## src/rtl/led_cmd_gen_pkg.sv

```systemverilog
// Shared constants and FSM encoding for the LED command generator.
package led_cmd_gen_pkg;
   localparam int unsigned NUM_LEDS         = 3;
   localparam int unsigned DEFAULT_CLK_FREQ = 50_000_000;

   typedef enum logic {
      IDLE   = 1'b0,
      ACTIVE = 1'b1
   } state_t;
endpackage

```

## src/rtl/led_cmd_gen_btn_debounce.sv

```systemverilog
// One button: two-flop synchronizer, stable-sample debounce, rising-edge press pulse.
module btn_debounce #(
   parameter int unsigned DEBOUNCE_CYCLES = 4
) (
   input  logic clk,
   input  logic reset,
   input  logic btn,
   output logic press
);
   localparam int unsigned CYC   = (DEBOUNCE_CYCLES < 1) ? 1 : DEBOUNCE_CYCLES;
   localparam int unsigned CNT_W = (CYC < 2) ? 1 : $clog2(CYC);
   localparam logic [CNT_W-1:0] CNT_LAST = CNT_W'(CYC - 1);

   logic             sync1;
   logic             sync2;
   logic             level;
   logic [CNT_W-1:0] cnt;

   // cnt holds how many consecutive samples have disagreed with the accepted level
   always_ff @(posedge clk) begin
      if (reset) begin
         sync1 <= 1'b0;
         sync2 <= 1'b0;
         level <= 1'b0;
         cnt   <= '0;
         press <= 1'b0;
      end else begin
         sync1 <= btn;
         sync2 <= sync1;
         press <= 1'b0;
         if (sync2 == level) begin
            cnt <= '0;
         end else if (cnt == CNT_LAST) begin
            level <= sync2;
            cnt   <= '0;
            press <= sync2;
         end else begin
            cnt <= cnt + CNT_W'(1);
         end
      end
   end
endmodule

```

## src/rtl/led_cmd_gen.sv

```systemverilog
// Toggles one LED command bit per debounced button press; clears all LEDs after a hold timeout.
module led_cmd_gen
   import led_cmd_gen_pkg::*;
#(
   parameter int unsigned CLK_FREQ    = DEFAULT_CLK_FREQ,
   parameter int unsigned DEBOUNCE_MS = 20,
   parameter int unsigned HOLD_TIME   = 30
) (
   input  logic                clk,
   input  logic                reset,
   input  logic [NUM_LEDS-1:0] btn,
   output logic [NUM_LEDS-1:0] cmd,
   output logic                cmd_valid,
   output logic                active
);
   localparam int unsigned DEBOUNCE_CYCLES = CLK_FREQ / 1000 * DEBOUNCE_MS;
   localparam logic [31:0] HOLD_CYCLES     = 32'(CLK_FREQ * HOLD_TIME);
   localparam logic [31:0] TIMER_LAST      = HOLD_CYCLES - 32'd1;

   logic [NUM_LEDS-1:0] press;
   logic [NUM_LEDS-1:0] cmd_next;
   state_t              state;
   logic [31:0]         timer;

   for (genvar i = 0; i < NUM_LEDS; i++) begin : g_btn
      btn_debounce #(
         .DEBOUNCE_CYCLES(DEBOUNCE_CYCLES)
      ) u_debounce (
         .clk   (clk),
         .reset (reset),
         .btn   (btn[i]),
         .press (press[i])
      );
   end

   assign cmd_next = cmd ^ press;

   // A press always wins over a coinciding timeout; any press changes cmd, so it always pulses.
   always_ff @(posedge clk) begin
      if (reset) begin
         cmd       <= '0;
         cmd_valid <= 1'b0;
         active    <= 1'b0;
         state     <= IDLE;
         timer     <= '0;
      end else begin
         cmd_valid <= 1'b0;
         if (press != '0) begin
            cmd       <= cmd_next;
            cmd_valid <= 1'b1;
            timer     <= '0;
            if (cmd_next != '0) begin
               state  <= ACTIVE;
               active <= 1'b1;
            end else begin
               state  <= IDLE;
               active <= 1'b0;
            end
         end else begin
            case (state)
               IDLE: begin
                  timer <= '0;
               end
               ACTIVE: begin
                  if (timer >= TIMER_LAST) begin
                     cmd       <= '0;
                     cmd_valid <= 1'b1;
                     timer     <= '0;
                     state     <= IDLE;
                     active    <= 1'b0;
                  end else begin
                     timer <= timer + 32'd1;
                  end
               end
               default: begin
                  state  <= IDLE;
                  active <= 1'b0;
                  timer  <= '0;
               end
            endcase
         end
      end
   end
endmodule

```

## config.mk

```make
export PLATFORM = sky130hd
export DESIGN_NAME = led_cmd_gen
export DESIGN_NICKNAME = d
export VERILOG_FILES = /design/src/rtl/led_cmd_gen_pkg.sv /design/src/rtl/led_cmd_gen_btn_debounce.sv /design/src/rtl/led_cmd_gen.sv
export SDC_FILE = /design/constraint.sdc
export NUM_CORES = 1
export LEC_CHECK = 0
export ABC_AREA = 1
export CAP_MARGIN = 20
export CORE_MARGIN = 8
export CORE_UTILIZATION = 40
export DETAILED_ROUTE_END_ITERATION = 6
export PLACE_DENSITY = 0.64
export SETUP_SLACK_MARGIN = 0.05
export SLEW_MARGIN = 20
export SYNTH_ARGS = -nofsm -noshare
export SYNTH_HDL_FRONTEND = slang
export SYNTH_HIERARCHICAL = 1
export SYNTH_SLANG_ARGS = --single-unit
```

## constraint.sdc

```tcl
create_clock -name clk -period 2.55 [get_ports clk]
set_clock_uncertainty 0.1 [all_clocks]
set_input_delay 0.6375 -clock clk [delete_from_list [all_inputs] [get_ports clk]]
set_output_delay 0.6375 -clock clk [all_outputs]
set_load 0.01 [all_outputs]
```

# Yosys cells after proc, flatten, opt, wreduce, memory -nomap -nowiden

Index checks and enable logic that the tools add are counted.

Add/sub/neg operators: 4
Multiply operators: 0
Divide/modulo/power cells: 0
Order comparisons: 1
Equality and inequality tests: 6
Shift operators: 0
Multiplexer cells: 15
Bitwise logic cells: 8
Reductions and logical operators: 15

Operators with widths:

| cell                                                                                  | count |
|---|---|
| 32-bit case mux with 2 select lines                                                   | 1 |
| 20-bit by 1-bit adder with 20-bit output, second input constant                       | 3 |
| 20-bit == test, second input constant                                                 | 3 |
| 32-bit by 1-bit adder with 32-bit output, second input constant                       | 1 |
| 32-bit by 31-bit greater-or-equal comparator with 1-bit output, second input constant | 1 |
| 32-bit two-way mux                                                                    | 1 |
| 3-bit OR reduction                                                                    | 6 |
| 1-bit two-way mux                                                                     | 10 |
| 3-bit two-way mux                                                                     | 3 |
| 2-bit AND reduction                                                                   | 4 |
| 1-bit inverter                                                                        | 7 |
| 3-bit nonzero test                                                                    | 2 |
| 2-bit nonzero test                                                                    | 2 |
| 1-bit == test                                                                         | 3 |
| 3-bit XOR                                                                             | 1 |
| 2-bit OR reduction                                                                    | 1 |

Register bits after elaboration: 110
Latch bits: 0
Memory bits (writable): 0
Bits in read-only memories: 0
Input bits: 5
Word-level logic and storage cells: 69
Memories: 0

# Depth between registers and ports, before layout

Gate-level depths: netlist of run 1.

Depth after elaboration: 4
Gate-level depth with buffers: 10

# Modules after synthesis

The synthesis of run 1 kept the hierarchy.

By module, submodules not included:

| module       | times used | cells each | area an instance (µm²) |
|---|---|---|---|
| btn_debounce | 3          | 186        | 1255.0 |
| led_cmd_gen  | 1          | 287        | 2115.8 |

# Worst setup path after synthesis of run 1

No wires, ideal clock.

Kind: reg-to-reg
Start: register timer[0]
End: register timer[26]
Library setup time: 0.123 ns
Data arrival time: 1.479 ns
Path slack: 0.847 ns
Stages on the path, launching flop included: 10
Cell sequence: dfxtp_1 > ha_1 > nand3_4 > nor3_2 > nand3_1 > nand2_1 > nand2_1 > nand3_2 > buf_4 > nor3b_2

Longest elaborated chain between the ends: 3

Ends and longest elaborated chain:

| element                                                                                                                    | RTL line                             | source |
|---|---|---|
| start: declaration                                                                                                         | led_cmd_gen.sv:23                    | `logic [31:0] timer;` |
| start signal: assignment                                                                                                   | led_cmd_gen.sv:72                    | `timer <= timer + 32'd1;` |
| 32-bit by 1-bit adder with 32-bit output or 32-bit by 31-bit greater-or-equal comparator with 1-bit output (tied branches) | led_cmd_gen.sv:72, led_cmd_gen.sv:65 |  |
| 32-bit two-way mux (*)                                                                                                     | led_cmd_gen.sv:65                    | `if (timer >= TIMER_LAST) begin` |
| 32-bit case mux with 2 select lines (*)                                                                                    | led_cmd_gen.sv:60                    | `case (state)` |

Mark *: on every way between the ends. The rest lies on a longest branch, timed or not.
A chain may end at the register's enable or synchronous reset.

# Worst setup path after layout of run 1

Start: register cmd[2]
End: output cmd[2]

RTL lines:

| element                  | RTL line          | source |
|---|---|---|
| start: declaration       | led_cmd_gen.sv:12 | `output logic [NUM_LEDS-1:0] cmd,` |
| start signal: assignment | led_cmd_gen.sv:49 | `cmd <= cmd_next;` |

No word-level cell between the ends.

==> impl_metrics.tcl, run 1 <==
set metrics [dict create \
    clock_latency_ns 0.36 \
    reg2regPathDepth 9 \
    vias 4922 \
    r2r_start "timer[0]$_SDFF_PP0_" \
    crit_end "cmd[2]" \
    start_util 0.408 \
    slowest_stage "clkdlybuf4s50_1" \
    powerDensity_nw_per_um2 524 \
    rsz0062_at_grt "no" \
    fin_crit_sh 0.820 \
    cts_buffers 9 \
    multiInputGateArea_um2 3270 \
    worstSetupStartpoint "cmd[2]$_SDFFE_PP0P_" \
    path_max_fanout 3 \
    slew_violations 0 \
    power.total_w 0.00342 \
    setup-tns-final_ns 0 \
    synthCells 845 \
    cts_resized 0 \
    clock_path_buffers 2 \
    via_per_inst 4.68 \
    synth_top_cell_by_area "dfxtp_1" \
    crit_family "buffers and inverters" \
    worst_setup_path_start_kind "flip-flop" \
    grt_pass1_vias 4444 \
    max_cap_violations 0 \
    layout_common_cells "nand2_1, nor2_1, dfxtp_1, inv_1, nand3_1" \
    drive_above_1_share 0.114 \
    grt_max_degree 27 \
    synthTopCellsByArea "dfxtp_1, nand2_1, nor2_1" \
    cp.buffers_inverters 1 \
    path_cells "clkdlybuf4s50_1" \
    register_area_um2 2200 \
    dp_cells 1035 \
    post-route-min-period_ns 2.09 \
    drcViolationCount 0 \
    yosysSeqAreaShare 0.374 \
    synth_edf_count 0 \
    setup_viol_count_final 0 \
    setup_slack_ns 0.458 \
    syn2layout_area_growth_pct 11.1 \
    num_rows 44 \
    grt_pass1_wl_um 20100 \
    cp.required_ns 1.81 \
    dp_hpwl_um 8650 \
    synth_flop_cell "dfxtp_1" \
    async_reset_ff_frac 0 \
    clk_pin_slew_worst_paths_ns 0.07 \
    syn_area_um2 5880 \
    arrival_ns 1.35 \
    cts-hold-fix-buffers 0 \
    synth-seq-cells 110 \
    hold_depth 2 \
    max_freq_mhz 478 \
    drtIter0Drc 334 \
    layout_commonest_cell "nand2_1" \
    end_kind "primary output" \
    core_area_um2 14400 \
    cts_tree "done" \
    io_buffers 9 \
    dieHeight_um 137 \
    cp.depth 1 \
    hold_ws_ns 0.299 \
    ios 10 \
    path_class "reg2out" \
    worstReg2RegEnd "timer[20]$_SDFF_PP0_" \
    post_cts_buffers 0 \
    antenna_found_initial 0 \
    final_cells 1051 \
    antenna_left 0 \
    p_leak_nw 2.22 \
    yosys.area.top_type_share 0.374 \
    gp_congestion 0.863 \
    die_x_um 137 \
    syn-num-nets 854 \
    globalRouteTotalUtil 0.131 \
    hold_violations 0 \
    syn_avg_cell_area_um2 6.96 \
    routedWlPerCell_um 10.9 \
    peakVddDrop_mv 0.365 \
    cpPeakStageDelay_ns 0.57 \
    hold_path.class "reg2reg" \
    antennaDiodeCount 0 \
    htree_levels 3 \
    cts_root_buf "clkbuf_16" \
    reg2reg_slack_ns 0.53 \
    grt_overflow 0 \
    layout.nets 871 \
    fill_cells 1466 \
    drtPass1Iterations 5 \
    cts.sinks 110 \
    wl_um 11500 \
    yosysWarnings 6 \
    place_ws_ns 0.299 \
    synth_cell_type_count 38 \
    die-area_um2 18800 \
    status "finished, final reports clean" \
]
[cell usage after synthesis, types with 6 or more instances]
master / instances
nand2_1: 193
nor2_1: 186
dfxtp_1: 110
inv_1: 76
nand3_1: 57
xor2_1: 32
a21oi_1: 29
nand4_1: 20
inv_2: 13
xnor2_1: 13
nor2_2: 10
buf_4: 9
nand2_2: 9
nor3_1: 9
nand3_2: 8
nor2_4: 8
nor3b_2: 7
o21bai_1: 7
or2_1: 6
[area by class of cell]
| type | count | area share |
|---|---|---|
| sequential | 110 | 0.337 |
| multi-input combinational | 636 | 0.501 |
| clock inverter | 6 | 0.0176 |
| clock buffer | 10 | 0.0366 |
| inverter | 89 | 0.0511 |
| tap | 184 | 0.0352 |
| timing repair buffer | 16 | 0.0218 |
[layer usage]
metal  track usage  part of all wire  vias up
met3        0.0368             0.034       10
li1              -                 -     2690
met4        0.0422             0.013        0
met5             0                 0        -
met1         0.169              0.51     2180
met2         0.208              0.44       42
[state kept, by name (all words and copies together), names as in the netlist]
| name | cells |
|---|---|
| g_btn.u_debounce/cnt | 60 |
| timer | 32 |
| cmd | 3 |
| g_btn.u_debounce/level | 3 |
| g_btn.u_debounce/press | 3 |
| g_btn.u_debounce/sync1 | 3 |
| g_btn.u_debounce/sync2 | 3 |
| active | 1 |
| cmd_valid | 1 |
| state | 1 |
[per-stage QoR]
stage,area (um2),utilization
6_report,6540,0.453
3_3_place_gp,6180,0.429
4_1_cts,6540,0.453
2_1_floorplan,5880,-
3_5_place_dp,6180,0.429
5_1_grt,6540,0.453
[worst register-to-register path, cell delays in order (launching register included)]
cell and delay [ns]:
dfxtp_1 0.37, ha_1 0.26, nand3_4 0.14, nor3_2 0.24
nand3_1 0.15, nand2_1 0.09, nand2_1 0.06, nand3_2 0.08
buf_4 0.30, nor2_1 0.10
[kinds of logic after synthesis]
group                    synth area share
AO/OA/AOI/OAI                      0.0457
XOR/XNOR                           0.0670
adder cells (fa/ha/maj)           0.00851
buffers and inverters              0.0691
flip-flops                          0.374
other                            0.000638
AND/OR/NAND/NOR                     0.434
[how the worst min path moves through the flow]
stage,endpoint,slack [ns],from
finish,g_btn[2].u_debounce/sync2$_SDFF_PP0_,0.30,g_btn[2].u_debounce/sync1$_SDFF_PP0_
global route,g_btn[0].u_debounce/sync2$_SDFF_PP0_,0.34,g_btn[0].u_debounce/sync1$_SDFF_PP0_
CTS,g_btn[2].u_debounce/sync2$_SDFF_PP0_,0.31,g_btn[2].u_debounce/sync1$_SDFF_PP0_
detailed placement,g_btn[2].u_debounce/sync2$_SDFF_PP0_,0.30,g_btn[2].u_debounce/sync1$_SDFF_PP0_
global placement,g_btn[2].u_debounce/sync2$_SDFF_PP0_,0.29,g_btn[2].u_debounce/sync1$_SDFF_PP0_
floorplan,g_btn[0].u_debounce/sync2$_SDFF_PP0_,0.29,g_btn[0].u_debounce/sync1$_SDFF_PP0_
[power by group]
group          total (W)  switching [W]  internal [W]
Sequential       0.00173     0.00000384       0.00172
Combinational  0.0000370      0.0000223     0.0000148
Clock            0.00166       0.000665      0.000995
Total            0.00342       0.000691       0.00273
Power figures use the tool's default switching activity.
==> run 2, diff against run 1 <==
==> constraint.sdc (replaced) <==
create_clock -name clk -period 2.1 [get_ports clk]
set_clock_uncertainty 0.1 [all_clocks]
set_input_delay 0.525 -clock clk [delete_from_list [all_inputs] [get_ports clk]]
set_output_delay 0.525 -clock clk [all_outputs]
set_load 0.01 [all_outputs]
==> impl_metrics.tcl, run 2 (synthesized netlist as in run 1, its figures left out) <==
set metrics [dict create \
    status "finished, final reports clean" \
    p_int_w 0.00294 \
    peakVddDrop_mv 0.339 \
    routedWlPerCell_um 11.0 \
    grt_overflow 0 \
    rsz0062_at_grt "no" \
    num_rows 44 \
    dieHeight_um 137 \
    vias 4989 \
    largest-register "g_btn.u_debounce/cnt" \
    worstSetupStartpoint "cmd[1]$_SDFFE_PP0P_" \
    swShare 0.223 \
    layout.nets 873 \
    hold_depth 2 \
    final_cells 1053 \
    cts.sinks 110 \
    max_slew_margin 0.651 \
    cp.required_ns 1.47 \
    min_to "g_btn[1].u_debounce/sync2$_SDFF_PP0_" \
    drtIter0Drc 290 \
    htree_levels 3 \
    layout_common_cells "nand2_1, nor2_1, dfxtp_1, inv_1, nand3_1" \
    switchingPower_w 0.000844 \
    cts_tree "done" \
    max_freq_mhz 516 \
    setup-tns-final_ns 0 \
    drive_above_1_share 0.117 \
    path_cells "clkdlybuf4s50_1" \
    dp_hpwl_um 8760 \
    power.total_w 0.00378 \
    cp.buffers_inverters 1 \
    start_util 0.408 \
    final_core_util 0.453 \
    wirelength_met1_um 5690 \
    hold_violations 0 \
    drtPass1Iterations 5 \
    cpPeakStageDelay_ns 0.59 \
    worst_setup_path_start_kind "flip-flop" \
    clockPowerShare 0.432 \
    clock_latency_ns 0.35 \
    hold_path.class "reg2reg" \
    via_per_inst 4.74 \
    antenna_left 0 \
    max_cap_violations 0 \
    cts_root_buf "clkbuf_16" \
    crit_family "buffers and inverters" \
    worst_pin_slew_ns 0.517 \
    die_x_um 137 \
    slew_violations 0 \
    post_cts_buffers 0 \
    reg2regPathDepth 10 \
    pwr-share-comb 0.014 \
    powerDensity_nw_per_um2 579 \
    seqPwrFrac 0.554 \
    globalRouteTotalUtil 0.131 \
    wl_met2_um 5290 \
    worstHoldStart "g_btn[1].u_debounce/sync1$_SDFF_PP0_" \
    wl_um 11600 \
    post-route-min-period_ns 1.94 \
    antennaDiodeCount 0 \
    largest_reg_flops 60 \
    layout_commonest_cell "nand2_1" \
    clk_pin_slew_worst_paths_ns 0.08 \
    arrival_ns 1.31 \
    reg2reg_slack_ns 0.22 \
    fin_crit_sh 0.923 \
    setup_viol_count_final 0 \
    syn2layout_area_growth_pct 11.1 \
    dp_cells 1037 \
    core_area_um2 14400 \
    top_signal_layer_used "met4" \
    r2r_start "timer[0]$_SDFF_PP0_" \
    gp_congestion 0.845 \
    path_class "reg2out" \
    worstReg2RegEnd "timer[30]$_SDFF_PP0_" \
    end_kind "primary output" \
    drcViolationCount 0 \
    p_leak_nw 2.24 \
    cts_buffers 9 \
    dr_wl_met3_um 461 \
    grt_pass1_vias 4550 \
    clock_path_buffers 2 \
    ios 10 \
    top_regs "g_btn.u_debounce/cnt x60, timer x32" \
    die-area_um2 18800 \
    io_buffers 9 \
    antenna_found_initial 0 \
    slowest_stage "clkdlybuf4s50_1" \
    grt_pass1_wl_um 20300 \
    grt_max_degree 24 \
    path_max_fanout 3 \
]
## run 2: cell types whose count changed in the layout (fill, tap and decap cells not counted), sizes merged
cell,before,now
buf,7,9
clkbuf,10,9
clkinv,0,4
clkinvlp,1,0
inv,91,92
bufinv,3,0
## run 2: worst max-delay path by stage
stage                                                        end  cells after the start  slack [ns]
final                                                     cmd[1]                      1        0.16
after CTS                                                 cmd[2]                      1        0.11
after detailed placement  g_btn[1].u_debounce/cnt[15]$_SDFF_PP0_                      7        0.07
after global routing                            state$_SDFF_PP0_                      9        0.06
after global placement    g_btn[0].u_debounce/cnt[15]$_SDFF_PP0_                      7        0.10
after floorplan                             timer[26]$_SDFF_PP0_                      9        0.40
## run 2: layer usage
metal / vias up / track usage
met5: - / 0
met4: 0 / 0.0350
met3: 8 / 0.0390
met2: 63 / 0.212
met1: 2223 / 0.168
li1: 2695 / -
## run 2: area by class of cell
cell class	count	area (um2)
sequential	110	2200
fill	1503	7890
tap	184	230
timing repair buffer	18	208
clock inverter	7	57.6
multi-input combinational	636	3280
clock buffer	9	225
inverter	89	334
## run 2: power groups by stage
stage,clock [W],sequential (W),combinational (W)
2_1_floorplan,0,0.00214,0.0000272
3_3_place_gp,0,0.00215,0.0000535
3_5_place_dp,0,0.00215,0.0000537
4_1_cts,0.00172,0.00210,0.0000538
5_1_grt,0.00180,0.00210,0.0000593
6_report,0.00163,0.00210,0.0000530
## run 2: what timing repair did
item	4_1_cts	5_1_grt
hold buffers	0	0
resized for setup	0	2
setup endpoints to repair	0	35
## run 2: per-stage QoR
step | hold WS, ns | cell area, um2 | setup WS, ns
finish | 0.306 | 6540 | 0.162
global route | 0.341 | 6540 | 0.0578
CTS | 0.308 | 6530 | 0.107
detailed placement | 0.295 | 6250 | 0.0699
global placement | 0.292 | 6250 | 0.104
floorplan | 0.288 | 5880 | 0.397
==> run 3, diff against run 2 <==
==> constraint.sdc (replaced) <==
create_clock -name clk -period 1.8 [get_ports clk]
set_clock_uncertainty 0.1 [all_clocks]
set_input_delay 0.45 -clock clk [delete_from_list [all_inputs] [get_ports clk]]
set_output_delay 0.45 -clock clk [all_outputs]
set_load 0.01 [all_outputs]
==> impl_metrics.tcl, run 3 (synthesized netlist as in run 1, its figures left out) <==
set metrics [dict create \
    cts.sinks 110 \
    antenna_found_initial 0 \
    drive_above_1_share 0.169 \
    rsz0062_at_grt "yes" \
    worstHoldStart "g_btn[2].u_debounce/sync1$_SDFF_PP0_" \
    r2r_start "timer[1]$_SDFF_PP0_" \
    top_signal_layer_used "met4" \
    hold_violations 0 \
    powerDensity_nw_per_um2 668 \
    max_freq_mhz 592 \
    worst_setup_path_start_kind "flip-flop" \
    antennaDiodeCount 0 \
    path_max_fanout 4 \
    largest_reg_flops 60 \
    drtPass1Iterations 4 \
    grt_max_degree 21 \
    min_to "g_btn[2].u_debounce/sync2$_SDFF_PP0_" \
    die-area_um2 18800 \
    wl_met2_um 5260 \
    drtIter0Drc 355 \
    grt_pass1_vias 4497 \
    setup_slack_ns 0.110 \
    grt_pass1_wl_um 20200 \
    gp_congestion 0.851 \
    cts_buffers 9 \
    end_kind "flip-flop" \
    p_leak_nw 2.44 \
    dr_wl_met3_um 279 \
    globalRouteTotalUtil 0.131 \
    core_area_um2 14400 \
    cts_root_buf "clkbuf_16" \
    start_util 0.408 \
    peakVddDrop_mv 0.493 \
    layout.nets 901 \
    wl_um 11900 \
    drcViolationCount 0 \
    num_rows 44 \
    clock_path_buffers 2 \
    io_buffers 9 \
    hold_depth 2 \
    status "finished, final reports clean" \
    fill_cells 1477 \
    fin_crit_sh 0.939 \
    die_x_um 137 \
    reg2reg_slack_ns 0.11 \
    via_per_inst 4.68 \
    reg2regPathDepth 10 \
    post-route-min-period_ns 1.69 \
    ios 10 \
    setup_viol_count_final 0 \
    setup-tns-final_ns 0 \
    cp.required_ns 2.00 \
    largest-register "g_btn.u_debounce/cnt" \
    clk_pin_slew_worst_paths_ns 0.07 \
    place_area_um2 6390 \
    layout_commonest_cell "nand2_1" \
    place_ws_ns -0.128 \
    hold_path.class "reg2reg" \
    cpPeakStageDelay_ns 0.36 \
    worstReg2RegEnd "timer[30]$_SDFF_PP0_" \
    dieHeight_um 137 \
    clock_latency_ns 0.36 \
    slew_violations 0 \
    dp_hpwl_um 8820 \
    grt_overflow 0 \
    syn2layout_area_growth_pct 16.7 \
    routedWlPerCell_um 11.0 \
    layout_common_cells "nand2_1, nor2_1, dfxtp_1, inv_1, nand3_1" \
    path_cells "ha_4 > nand3_4 > nor2_4 > nand2_4 > nor2_8 > nand3_4 > inv_2 > nand2_2 > or2_1 > a21oi_2" \
    antenna_left 0 \
    arrival_ns 1.89 \
    htree_levels 3 \
    max_cap_violations 0 \
    cts_tree "done" \
    top_regs "g_btn.u_debounce/cnt x60, timer x32" \
    vias 5063 \
    final_cell_area_um2 6860 \
    register_area_um2 2220 \
    wirelength_met1_um 6170 \
    path_class "reg2reg" \
    multiInputGateArea_um2 3350 \
    path_common_cell "nand3_4" \
    slowest_stage "dfxtp_2" \
]
## run 3: cell types whose count changed in the layout (fill, tap and decap cells not counted), moves of 3 or more
cell / before / now
dfxtp_2: 1 / 11
nor3_2: 3 / 7
nand2_1: 193 / 190
dlygate4sd2_1: 0 / 5
clkdlybuf4s50_1: 9 / 4
nor3_1: 9 / 5
buf_4: 5 / 32
dfxtp_1: 109 / 99
## run 3: per-layer routing
metal / vias up / track usage
met5: - / 0
met4: 0 / 0.0489
met3: 11 / 0.0277
met2: 34 / 0.203
met1: 2265 / 0.176
li1: 2753 / -
## run 3: cell type report
cell class / count / area share
Clock buffer: 10 / 0.0348
Tap cell: 184 / 0.0335
Clock inverter: 6 / 0.0100
Multi-Input combinational cell: 636 / 0.488
Sequential cell: 110 / 0.323
Timing Repair Buffer: 46 / 0.0618
Inverter: 89 / 0.0487
## run 3: critical path, delay by kind of cell (launching register included)
kind,cells,cell delay (ns)
compound gates,1,0.10
simple gates,7,0.85
flops,1,0.36
buf+inv,1,0.06
fa+ha+maj,1,0.15
## run 3: worst max-delay path by stage
stage                              startpoint              endpoint  slack [ns]  cells after the start
final                     timer[1]$_SDFF_PP0_  timer[30]$_SDFF_PP0_        0.11                     10
after global routing      timer[1]$_SDFF_PP0_  timer[30]$_SDFF_PP0_        0.02                     10
after global placement                  reset  timer[23]$_SDFF_PP0_       -0.09                      7
after CTS                 timer[0]$_SDFF_PP0_      state$_SDFF_PP0_        0.07                      9
after detailed placement                reset  timer[29]$_SDFF_PP0_       -0.13                      7
after floorplan           timer[0]$_SDFF_PP0_  timer[26]$_SDFF_PP0_         0.1                      9
## run 3: where the power goes
part            total, W  internal, W  switching (W)
logic          0.0000680    0.0000330      0.0000350
registers        0.00245      0.00244     0.00000533
clock network    0.00207      0.00113       0.000943
## run 3: through the flow
step                hold slack [ns]  utilization  std cells  power [W]
floorplan                     0.288            -        845    0.00253
global placement              0.297        0.443       1054    0.00257
detailed placement            0.299        0.443       1054    0.00257
CTS                           0.312        0.466       1071    0.00465
global route                  0.321        0.476       1081    0.00477
finish                        0.307        0.476       1081    0.00459
## run 3: timing repair
item | 4_1_cts | 5_1_grt
resized for setup | 12 | 21
gates cloned | 0 | 0
hold buffers | 0 | 0
pin swaps | 1 | 14
setup buffers | 1 | 10
setup endpoints to repair | 41 | 37
